`src/rtl/mmio_console.sv`:
```
// mmio_console: snoops stores on data write port 1 and turns writes to the
// character, decimal and halt/report ports into an ASCII byte stream.
// Decimal values are converted by repeated subtraction of powers of ten and
// always printed as 10 right-justified, space-padded characters. The halt
// store prints the sampled cycle count followed by " clks\n", waits for the
// stream to drain completely and then raises a sticky halt flag.
module mmio_console #(
    parameter int          FIFO_DEPTH = 16,
    parameter logic [31:0] ADDR_CHAR  = 32'h0000_0000,
    parameter logic [31:0] ADDR_DEC   = 32'h0000_0004,
    parameter logic [31:0] ADDR_HALT  = 32'h0000_0008
) (
    input  logic        i_clk,
    input  logic        i_reset,
    input  logic [31:0] i_dwaddr,
    input  logic [31:0] i_dwdata,
    input  logic        i_dwe,
    input  logic [31:0] i_cycle_cnt,
    output logic        o_stall,
    output logic [7:0]  o_out_byte,
    output logic        o_out_valid,
    input  logic        i_out_ready,
    output logic        o_busy,
    output logic        o_halt
);

    localparam int AW = $clog2(FIFO_DEPTH);

    typedef enum logic [2:0] {
        S_IDLE,
        S_DEC,
        S_DPUSH,
        S_STR,
        S_DRAIN,
        S_HALTED
    } state_t;

    // Powers of ten used by the subtract-and-count conversion; k = 9 is the
    // most significant position a 32-bit unsigned value can occupy.
    function automatic logic [31:0] pow10(input logic [3:0] k);
        logic [31:0] p;
        case (k)
            4'd0:    p = 32'd1;
            4'd1:    p = 32'd10;
            4'd2:    p = 32'd100;
            4'd3:    p = 32'd1000;
            4'd4:    p = 32'd10000;
            4'd5:    p = 32'd100000;
            4'd6:    p = 32'd1000000;
            4'd7:    p = 32'd10000000;
            4'd8:    p = 32'd100000000;
            4'd9:    p = 32'd1000000000;
            default: p = 32'd0;
        endcase
        return p;
    endfunction

    // Suffix appended after the cycle-count report: " clks\n".
    function automatic logic [7:0] clks_char(input logic [2:0] idx);
        logic [7:0] c;
        case (idx)
            3'd0:    c = 8'h20;
            3'd1:    c = 8'h63;
            3'd2:    c = 8'h6C;
            3'd3:    c = 8'h6B;
            3'd4:    c = 8'h73;
            3'd5:    c = 8'h0A;
            default: c = 8'h00;
        endcase
        return c;
    endfunction

    // FSM and conversion registers
    state_t      r_state;
    logic [31:0] r_value;
    logic [3:0]  r_k;
    logic [3:0]  r_digit;
    logic        r_seen;
    logic        r_report;
    logic [2:0]  r_str_idx;
    logic        r_halt;

    // FIFO storage, pointers (one extra wrap bit) and registered head byte
    logic [7:0]  r_mem [FIFO_DEPTH];
    logic [AW:0] r_wptr;
    logic [AW:0] r_rptr;
    logic [7:0]  r_out_byte;

    // Combinational next values and handshake terms
    state_t      w_state_next;
    logic [31:0] w_value_next;
    logic [3:0]  w_k_next;
    logic [3:0]  w_digit_next;
    logic        w_seen_next;
    logic        w_report_next;
    logic [2:0]  w_str_idx_next;
    logic        w_halt_next;

    logic        w_hit;
    logic        w_accept;
    logic        w_empty;
    logic        w_full;
    logic        w_pop;
    logic        w_push;
    logic [7:0]  w_push_data;
    logic        w_can_push;
    logic [31:0] w_pow;
    logic [AW:0] w_wptr_next;
    logic [AW:0] w_rptr_next;
    logic [7:0]  w_head_next;

    // Address decode, FIFO status and the back-pressure seen by the core.
    // The core is only ever stalled on stores that hit one of our ports.
    always_comb begin
        w_hit      = i_dwe && ((i_dwaddr == ADDR_CHAR) ||
                               (i_dwaddr == ADDR_DEC)  ||
                               (i_dwaddr == ADDR_HALT));
        w_empty    = (r_wptr == r_rptr);
        w_full     = (r_wptr[AW] != r_rptr[AW]) &&
                     (r_wptr[AW-1:0] == r_rptr[AW-1:0]);
        w_pop      = !w_empty && i_out_ready;
        w_can_push = !w_full || w_pop;
        w_stall_calc();
        w_accept   = w_hit && !o_stall;
        w_pow      = pow10(r_k);
    end

    function automatic void w_stall_calc();
        o_stall = w_hit && ((r_state != S_IDLE) || w_full || r_halt);
    endfunction

    // Next-state logic: decodes accepted stores in IDLE, runs the digit
    // conversion, emits the report suffix and waits for the drain before halt.
    always_comb begin
        w_state_next   = r_state;
        w_value_next   = r_value;
        w_k_next       = r_k;
        w_digit_next   = r_digit;
        w_seen_next    = r_seen;
        w_report_next  = r_report;
        w_str_idx_next = r_str_idx;
        w_halt_next    = r_halt;
        w_push         = 1'b0;
        w_push_data    = 8'h00;

        case (r_state)
            S_IDLE: begin
                if (w_accept) begin
                    if (i_dwaddr == ADDR_CHAR) begin
                        w_push      = 1'b1;
                        w_push_data = i_dwdata[7:0];
                    end else if (i_dwaddr == ADDR_DEC) begin
                        w_value_next  = i_dwdata;
                        w_k_next      = 4'd9;
                        w_digit_next  = 4'd0;
                        w_seen_next   = 1'b0;
                        w_report_next = 1'b0;
                        w_state_next  = S_DEC;
                    end else begin
                        w_push        = 1'b1;
                        w_push_data   = 8'h0A;
                        w_value_next  = i_cycle_cnt;
                        w_k_next      = 4'd9;
                        w_digit_next  = 4'd0;
                        w_seen_next   = 1'b0;
                        w_report_next = 1'b1;
                        w_state_next  = S_DEC;
                    end
                end
            end

            S_DEC: begin
                if (r_value >= w_pow) begin
                    w_value_next = r_value - w_pow;
                    w_digit_next = r_digit + 4'd1;
                end else begin
                    w_state_next = S_DPUSH;
                end
            end

            S_DPUSH: begin
                if (w_can_push) begin
                    w_push = 1'b1;
                    if ((r_digit == 4'd0) && !r_seen && (r_k != 4'd0)) begin
                        w_push_data = 8'h20;
                    end else begin
                        w_push_data = {4'h3, r_digit};
                    end
                    if (r_digit != 4'd0) begin
                        w_seen_next = 1'b1;
                    end
                    w_digit_next = 4'd0;
                    if (r_k != 4'd0) begin
                        w_k_next     = r_k - 4'd1;
                        w_state_next = S_DEC;
                    end else if (r_report) begin
                        w_str_idx_next = 3'd0;
                        w_state_next   = S_STR;
                    end else begin
                        w_state_next = S_IDLE;
                    end
                end
            end

            S_STR: begin
                if (w_can_push) begin
                    w_push      = 1'b1;
                    w_push_data = clks_char(r_str_idx);
                    if (r_str_idx == 3'd5) begin
                        w_state_next = S_DRAIN;
                    end else begin
                        w_str_idx_next = r_str_idx + 3'd1;
                    end
                end
            end

            S_DRAIN: begin
                if (w_empty) begin
                    w_halt_next  = 1'b1;
                    w_state_next = S_HALTED;
                end
            end

            S_HALTED: begin
                w_state_next = S_HALTED;
            end

            default: begin
                w_state_next = S_IDLE;
            end
        endcase
    end

    // FSM state register; reset aborts any conversion in progress.
    always_ff @(posedge i_clk) begin
        if (i_reset) begin
            r_state   <= S_IDLE;
            r_value   <= 32'd0;
            r_k       <= 4'd0;
            r_digit   <= 4'd0;
            r_seen    <= 1'b0;
            r_report  <= 1'b0;
            r_str_idx <= 3'd0;
            r_halt    <= 1'b0;
        end else begin
            r_state   <= w_state_next;
            r_value   <= w_value_next;
            r_k       <= w_k_next;
            r_digit   <= w_digit_next;
            r_seen    <= w_seen_next;
            r_report  <= w_report_next;
            r_str_idx <= w_str_idx_next;
            r_halt    <= w_halt_next;
        end
    end

    // Next FIFO pointers and the byte that will sit at the head after this
    // edge. When the new head slot is the one being written right now, the
    // push data is forwarded so out_byte is valid together with out_valid.
    always_comb begin
        w_wptr_next = r_wptr + {{AW{1'b0}}, w_push};
        w_rptr_next = r_rptr + {{AW{1'b0}}, w_pop};
        if (w_rptr_next == w_wptr_next) begin
            w_head_next = r_out_byte;
        end else if (w_rptr_next == r_wptr) begin
            w_head_next = w_push_data;
        end else begin
            w_head_next = r_mem[w_rptr_next[AW-1:0]];
        end
    end

    // FIFO pointers and registered head byte; reset discards all contents.
    always_ff @(posedge i_clk) begin
        if (i_reset) begin
            r_wptr     <= '0;
            r_rptr     <= '0;
            r_out_byte <= 8'h00;
        end else begin
            r_wptr     <= w_wptr_next;
            r_rptr     <= w_rptr_next;
            r_out_byte <= w_head_next;
        end
    end

    // FIFO storage array; pushes are already gated so a full FIFO is never
    // overwritten unless the head is popped on the same edge.
    always_ff @(posedge i_clk) begin
        if (w_push) begin
            r_mem[r_wptr[AW-1:0]] <= w_push_data;
        end
    end

    assign o_out_byte  = r_out_byte;
    assign o_out_valid = !w_empty;
    assign o_busy      = (r_state != S_IDLE) || !w_empty;
    assign o_halt      = r_halt;

endmodule
```
`config.mk`:
```
export PLATFORM = sky130hd
export DESIGN_NAME = mmio_console
export DESIGN_NICKNAME = d
export VERILOG_FILES = /design/src/rtl/mmio_console.sv
export SDC_FILE = /design/constraint.sdc
export NUM_CORES = 1
export LEC_CHECK = 0
export ABC_AREA = 1
export ABC_CLOCK_PERIOD_IN_PS = 6000
export CORE_MARGIN = 3
export CORE_UTILIZATION = 40
export CTS_CLUSTER_DIAMETER = 100
export DETAILED_ROUTE_END_ITERATION = 12
export HOLD_SLACK_MARGIN = 0.08
export SLEW_MARGIN = 25
export SYNTH_ARGS = -nofsm -noshare
export SYNTH_HDL_FRONTEND = slang
export SYNTH_SLANG_ARGS = --single-unit
```
`constraint.sdc`:
```
create_clock -name i_clk -period 6 [get_ports i_clk]
set_clock_uncertainty 0.1 [all_clocks]
set_input_delay 1.2 -clock i_clk [delete_from_list [all_inputs] [get_ports i_clk]]
set_output_delay 1.2 -clock i_clk [all_outputs]
set_load 0.03 [all_outputs]
```
# Yosys cells after proc, flatten, opt, wreduce, memory -nomap -nowiden
# Memory sizes are Yosys's and may differ from the RTL's. A register that Yosys moved wholly into a read port is not among the register bits.
# Index checks and enable logic that the tools add are counted.
[word_totals]
register_bits = 67
ram_bits = 128
mem_bits_ro = 480
memories = 2
[mem_list]
columns = ["memory", "words", "width", "read_ports", "rd_clocked_by_memory_dff", "write_ports", "line", "text"]
rows = [
  ["(name not given)", 16, 30, 1, 1, 0, "42", "case (k)"],
  ["r_mem", 16, 8, 1, 0, 1, "84", "logic [7:0] r_mem [FIFO_DEPTH];"],
]
[op_classes]
addsub = 6
n_lt_le_gt_ge = 1
eq_ne = 30
muxes = 54
n_bitwise = 1
reduce_logical = 37
[op_table]
columns = ["operator", "count"]
rows = [
  ["$mux 32", 4],
  ["$pmux 32 s2", 1],
  ["$mux 4", 11],
  ["$pmux 7 s6", 1],
  ["$mux 3", 12],
  ["$eq 32x3->1 const B", 1],
  ["$eq 32x4->1 const B", 1],
  ["$ge 32x32->1", 1],
  ["$logic_not 32->1", 1],
  ["$sub 32x32->32", 1],
  ["$ne 2x2->1 const B", 13],
  ["$mux 8", 3],
  ["$pmux 8 s3", 1],
  ["$pmux 3 s6", 1],
  ["$eq 5x5->1", 3],
  ["$reduce_and 5->1", 3],
  ["$eq 3x2->1 const B", 4],
  ["$eq 3x3->1 const B", 4],
  ["$pmux 4 s3", 1],
  ["$add 5x1->5", 2],
  ["$mux 1", 10],
  ["$pmux 4 s2", 1],
  ["$reduce_bool 4->1", 2],
  ["$logic_and 1x1->1", 7],
  ["25 further kinds", 40],
]

# Logic depth before layout (Yosys ltp)
[logic_depth]
word_depth = 11
depth_mapped = 23

# Worst setup path after synthesis
# OpenSTA, ideal clock, no wires.
[synth_timing]
path_type = "in2reg"
from = "input port i_dwaddr[4]"
to = "register r_out_byte[7] (netlist: o_out_byte[7])"
setup_ns = 0.114
arrival_ns = 3.596
required_ns = 5.786
setup_slack_ns = 2.190
cell_stages = 21
cell_sequence = "inv_1 -> nand2_1 -> nor2_1 -> nand2_1 -> nor2_1 -> nand2_2 -> nand3_2 -> nand3_2 -> inv_2 -> nand2_1 -> nand2_1 -> ha_1 -> ha_1 -> nand3_1 -> xnor2_1 -> xnor2_1 -> nor3_4 -> nand2_2 -> buf_6 -> o211ai_2 -> inv_1"
[synth_via]
elab_chain_len = 11
[synth_lines]
columns = ["item", "line", "text"]
rows = [
  ["from (decl)", "15", "input logic [31:0] i_dwaddr,"],
  ["$eq 32x3->1 / $logic_not 32->1 (equally long branches)", "n/a", ""],
  ["$logic_or 1x1->1", "115", "w_hit = i_dwe && ((i_dwaddr == ADDR_CHAR) ||"],
  ["$logic_or 1x1->1", "116", "(i_dwaddr == ADDR_DEC) ||"],
  ["$logic_and 1x1->1", "115", ""],
  ["$logic_and 1x1->1", "129", "o_stall = w_hit && ((r_state != S_IDLE) || w_full || r_halt);"],
  ["$logic_not 1->1", "124", "w_accept = w_hit && !o_stall;"],
  ["$logic_and 1x1->1", "124", ""],
  ["$mux 1", "148", "if (w_accept) begin"],
  ["$pmux 1 s2", "146", "case (r_state)"],
  ["$add 5x1->5", "261", "w_wptr_next = r_wptr + {{AW{1'b0}}, w_push};"],
  ["$eq 5x5->1", "263", "if (w_rptr_next == w_wptr_next) begin"],
  ["to (signal assigned)", "281", "r_out_byte <= w_head_next;"],
  ["to (decl)", "87", "logic [7:0] r_out_byte;"],
]
# Parallel ways exist; a longest one is shown, timed or not.
# A chain may end at the register's enable or synchronous reset.

# Worst setup path in the final report
[layout_timing]
from = "input port i_dwaddr[4]"
to = "output port o_stall"
[layout_via]
elab_chain_len = 5
[layout_lines]
columns = ["item", "line", "text"]
rows = [
  ["$eq 32x3->1 / $logic_not 32->1 (equally long branches)", "116, 115", ""],
  ["$logic_or 1x1->1", "115", ""],
  ["$logic_or 1x1->1 *", "116", ""],
  ["$logic_and 1x1->1 *", "115", ""],
  ["$logic_and 1x1->1 *", "129", ""],
  ["to (decl)", "19", "output logic o_stall,"],
]
# Mark *: on every way between the ends. The rest lies on a longest branch, timed or not.

==> impl_metrics.toml <==
[outcome]
status = "completed"

[layout]
n_antenna_cell = 0
utilization_pct = 49.57
area_growth_pct = 20.58
nNetsFinal = 1726
drive_gt1_share_pct = 7.071
fin_cells = 1982

[cts]
cts_resized = 0
root_buffer = "clkbuf_16"
htreeDepth = 1
hold_buffers = 0
clk_latency_ns = 0.54
cts_sinks = 218
cts_tree = "yes"
postCtsSetupRepairBufs = 0
cts_max_path_buffers = 3
clkTransAtPathRegs_ns = 0.05
cts_buffers = 26

[setup_path]
crit_path_start_kind = "input port"
cp.arrival_ns = 3.35
cp.required_ns = 4.70
path_max_fanout = 36
reg2reg_slack_ns = 1.89
reg2reg_depth = 21
crit_start = "i_dwaddr[4]"
reg2reg_to = "o_out_byte[6]"
end_kind = "output port"
crit_path_end = "o_stall"
path_class = "in2out"
rr_startpoint = "r_wptr[1]"

[sta]
period_minus_slack_ns = 4.650
rsz0062_at_grt = "no"
hold_viol_final = 0
slew_headroom_pct = 31.74
setup_slack_ns = 1.350
finalSetupViolations = 0
finalCritPeriodShare_pct = 77.50
worst_pin_slew_ns = 1.020
max_freq_ghz = 0.2150
setup-tns-final_ns = 0
finalMaxSlewViolations = 0

[floorplan]
num_io_pins = 112
die-area_um2 = 31920
die_w_um = 178.7
core_um2 = 29010
initial_core_util_pct = 41.11
die_h_um = 178.7
core.rowCount = 62

[global_route]
grt_max_degree = 54
track_usage_pct = 21.54
overflow = 0
grt_pass1_wl_um = 54500
antenna_found_initial = 0
grt_pass1_vias = 10080

[hold_path]
worstHoldStart = "r_report"
hp-class = "reg2reg"

[yosys]
synth_top_family_by_area = "simple AND/OR/NAND/NOR gates"
synth-main-ff-cell = "edfxtp_1"
synth_top_cell_by_area = "edfxtp_1"
yosys.area_share.simple_pct = 21.62
syn_area_um2 = 11930
synth.area.mux_share_pct = 0
ys_ff_latch = 218
synth_top_area_share_pct = 32.23
synthAdderAreaFrac_pct = 5.099
ys_seq_area_share_pct = 47.34
synth_compound_gate_area_share_pct = 16.98
synth_xor_area_share_pct = 2.413
syn_area_per_cell_um2 = 8.135
synth.area.top_cells = "edfxtp_1, dfxtp_1, nor2_1, o21ai_0, nand2_1"
synth_edf_count = 128
async_flop_share_pct = 0
syn_inst = 1466
synthesis.nets = 1614
yosys_warnings = 0
synth_cell_types = 47

[pwr]
power_density_nw_per_um2 = 583.4
peakVddDrop_uv = 316.5
leakagePower_nw = 5.847

[route]
dr_total_vias = 10460
postRouteAntennaNets = 0
drcViolationCount = 0
drt_first_pass_iters = 5
viasPerCell = 5.275
drt_iter0_drc = 715
wl_per_cell_um = 17.31
wl_um = 34310

[placement]
dp_cells = 1934
numPortBuffers = 111
dp_slack_ns = 1.030
place_hpwl_um = 24420
gp_congestion = 0.9091

[flow_run]
drv_cap = 0
## routing by layer
layer	global-route usage (%)	part of all wire, %
met1	31.17	47
met2	33.99	45
met3	3.092	5.6
met4	5.487	2.3
met5	0	0
## synthesized netlist by cell type (5+ instances only)
master,number
ha_1,47
nand4_1,9
o22ai_1,11
o21ai_0,174
nand2_1,230
dfxtp_1,90
inv_1,127
o21a_1,7
clkbuf_1,42
nand3b_1,6
o221ai_1,27
nand3_1,71
nand2_2,5
edfxtp_1,128
o21ai_1,20
o211ai_1,6
inv_2,16
nor2_1,241
xnor2_1,8
nor3_1,18
xor2_1,23
a21oi_1,102
nand3_2,9
## placed cells by master (no fill, tap or decap), types with 5 or more instances in the layout
master           Yosys  final
edfxtp_1           128    128
o211ai_1             6      6
inv_2               16     16
nand3b_1             6      6
ha_1                47     46
buf_4                3     24
o22ai_1             11     11
clkbuf_16            0     26
o21ai_1             20     23
nand3_2              9      9
nand4_1              9      9
o221ai_1            27     27
dfxtp_1             90     90
nand2_2              5      5
nor2_1             241    241
xor2_1              23     23
clkinv_1             1      7
xnor2_1              8      8
clkdlybuf4s50_1      0    111
o21a_1               7      7
a21oi_1            102    102
inv_1              127    126
nand2_1            230    230
nand3_1             71     71
nor3_1              18     18
o21ai_0            174    171
## flip-flops by register name, indices dropped and copies added (netlist names), 3 cells and up
register	cells
o_out_byte	8
r_state	3
r_wptr	5
r_mem	128
r_k	4
r_rptr	5
w_pow	23
r_digit	4
r_value	32
r_str_idx	3
## how the worst min path moves through the flow
| stage | end | cells past startpoint |
|---|---|---|
| final | r_report | 2 |
| after global routing | r_value[0] | 2 |
| after CTS | r_report | 2 |
| after detailed placement | r_report | 2 |
| after global placement | r_value[0] | 2 |
| after floorplan | r_value[0] | 2 |
## report_power, final
part | switching [W] | total [W] | internal, W | leakage [nW]
combinational | 0.00329 | 0.00484 | 0.00155 | 3.52
clock | 0.000639 | 0.00161 | 0.000971 | 0.421
sequential | 0.000118 | 0.00194 | 0.00182 | 1.90
total | 0.00405 | 0.00839 | 0.00434 | 5.85
## critical path: stages
cell and delay, ns:
clkdlybuf4s50_1 0.40, inv_1 0.05, nand2_1 0.04, nor2_1 0.18, nand2_1 0.08, nor2_1 0.13, nand2_2 0.06, buf_4 0.23
nand3_2 0.13, nand2_1 0.05, nor2_1 0.08, clkdlybuf4s50_1 0.70
## cell families (layout without fill, tap and decap cells)
kind of cell / count (synthesis) / count (layout)
buf+inv: 197 / 329
fa+ha+maj: 48 / 48
simple gates: 606 / 606
xor+xnor: 32 / 32
flops: 218 / 218
compound gates: 365 / 365
## per-stage QoR
| step | instance area [um2] | power [W] | hold slack, ns |
|---|---|---|---|
| finish | 14380 | 0.008390 | 0.3715 |
| global route | 14380 | 0.009119 | 0.4068 |
| CTS | 14380 | 0.008368 | 0.3726 |
| detailed placement | 13500 | 0.006733 | 0.3648 |
| global placement | 13500 | 0.006708 | 0.3507 |
| floorplan | 11930 | 0.005412 | 0.3355 |
## cell type report
cell class                      instances  area, um2
Fill cell                            2895      14630
Sequential cell                       218       5645
Multi-Input combinational cell       1051       5518
Timing Repair Buffer                  136       1311
Clock buffer                           29      661.9
Inverter                              145      546.8
Tap cell                              384      480.5
Clock inverter                         19      217.7
Note: power is estimated with default switching activity, not from simulation.
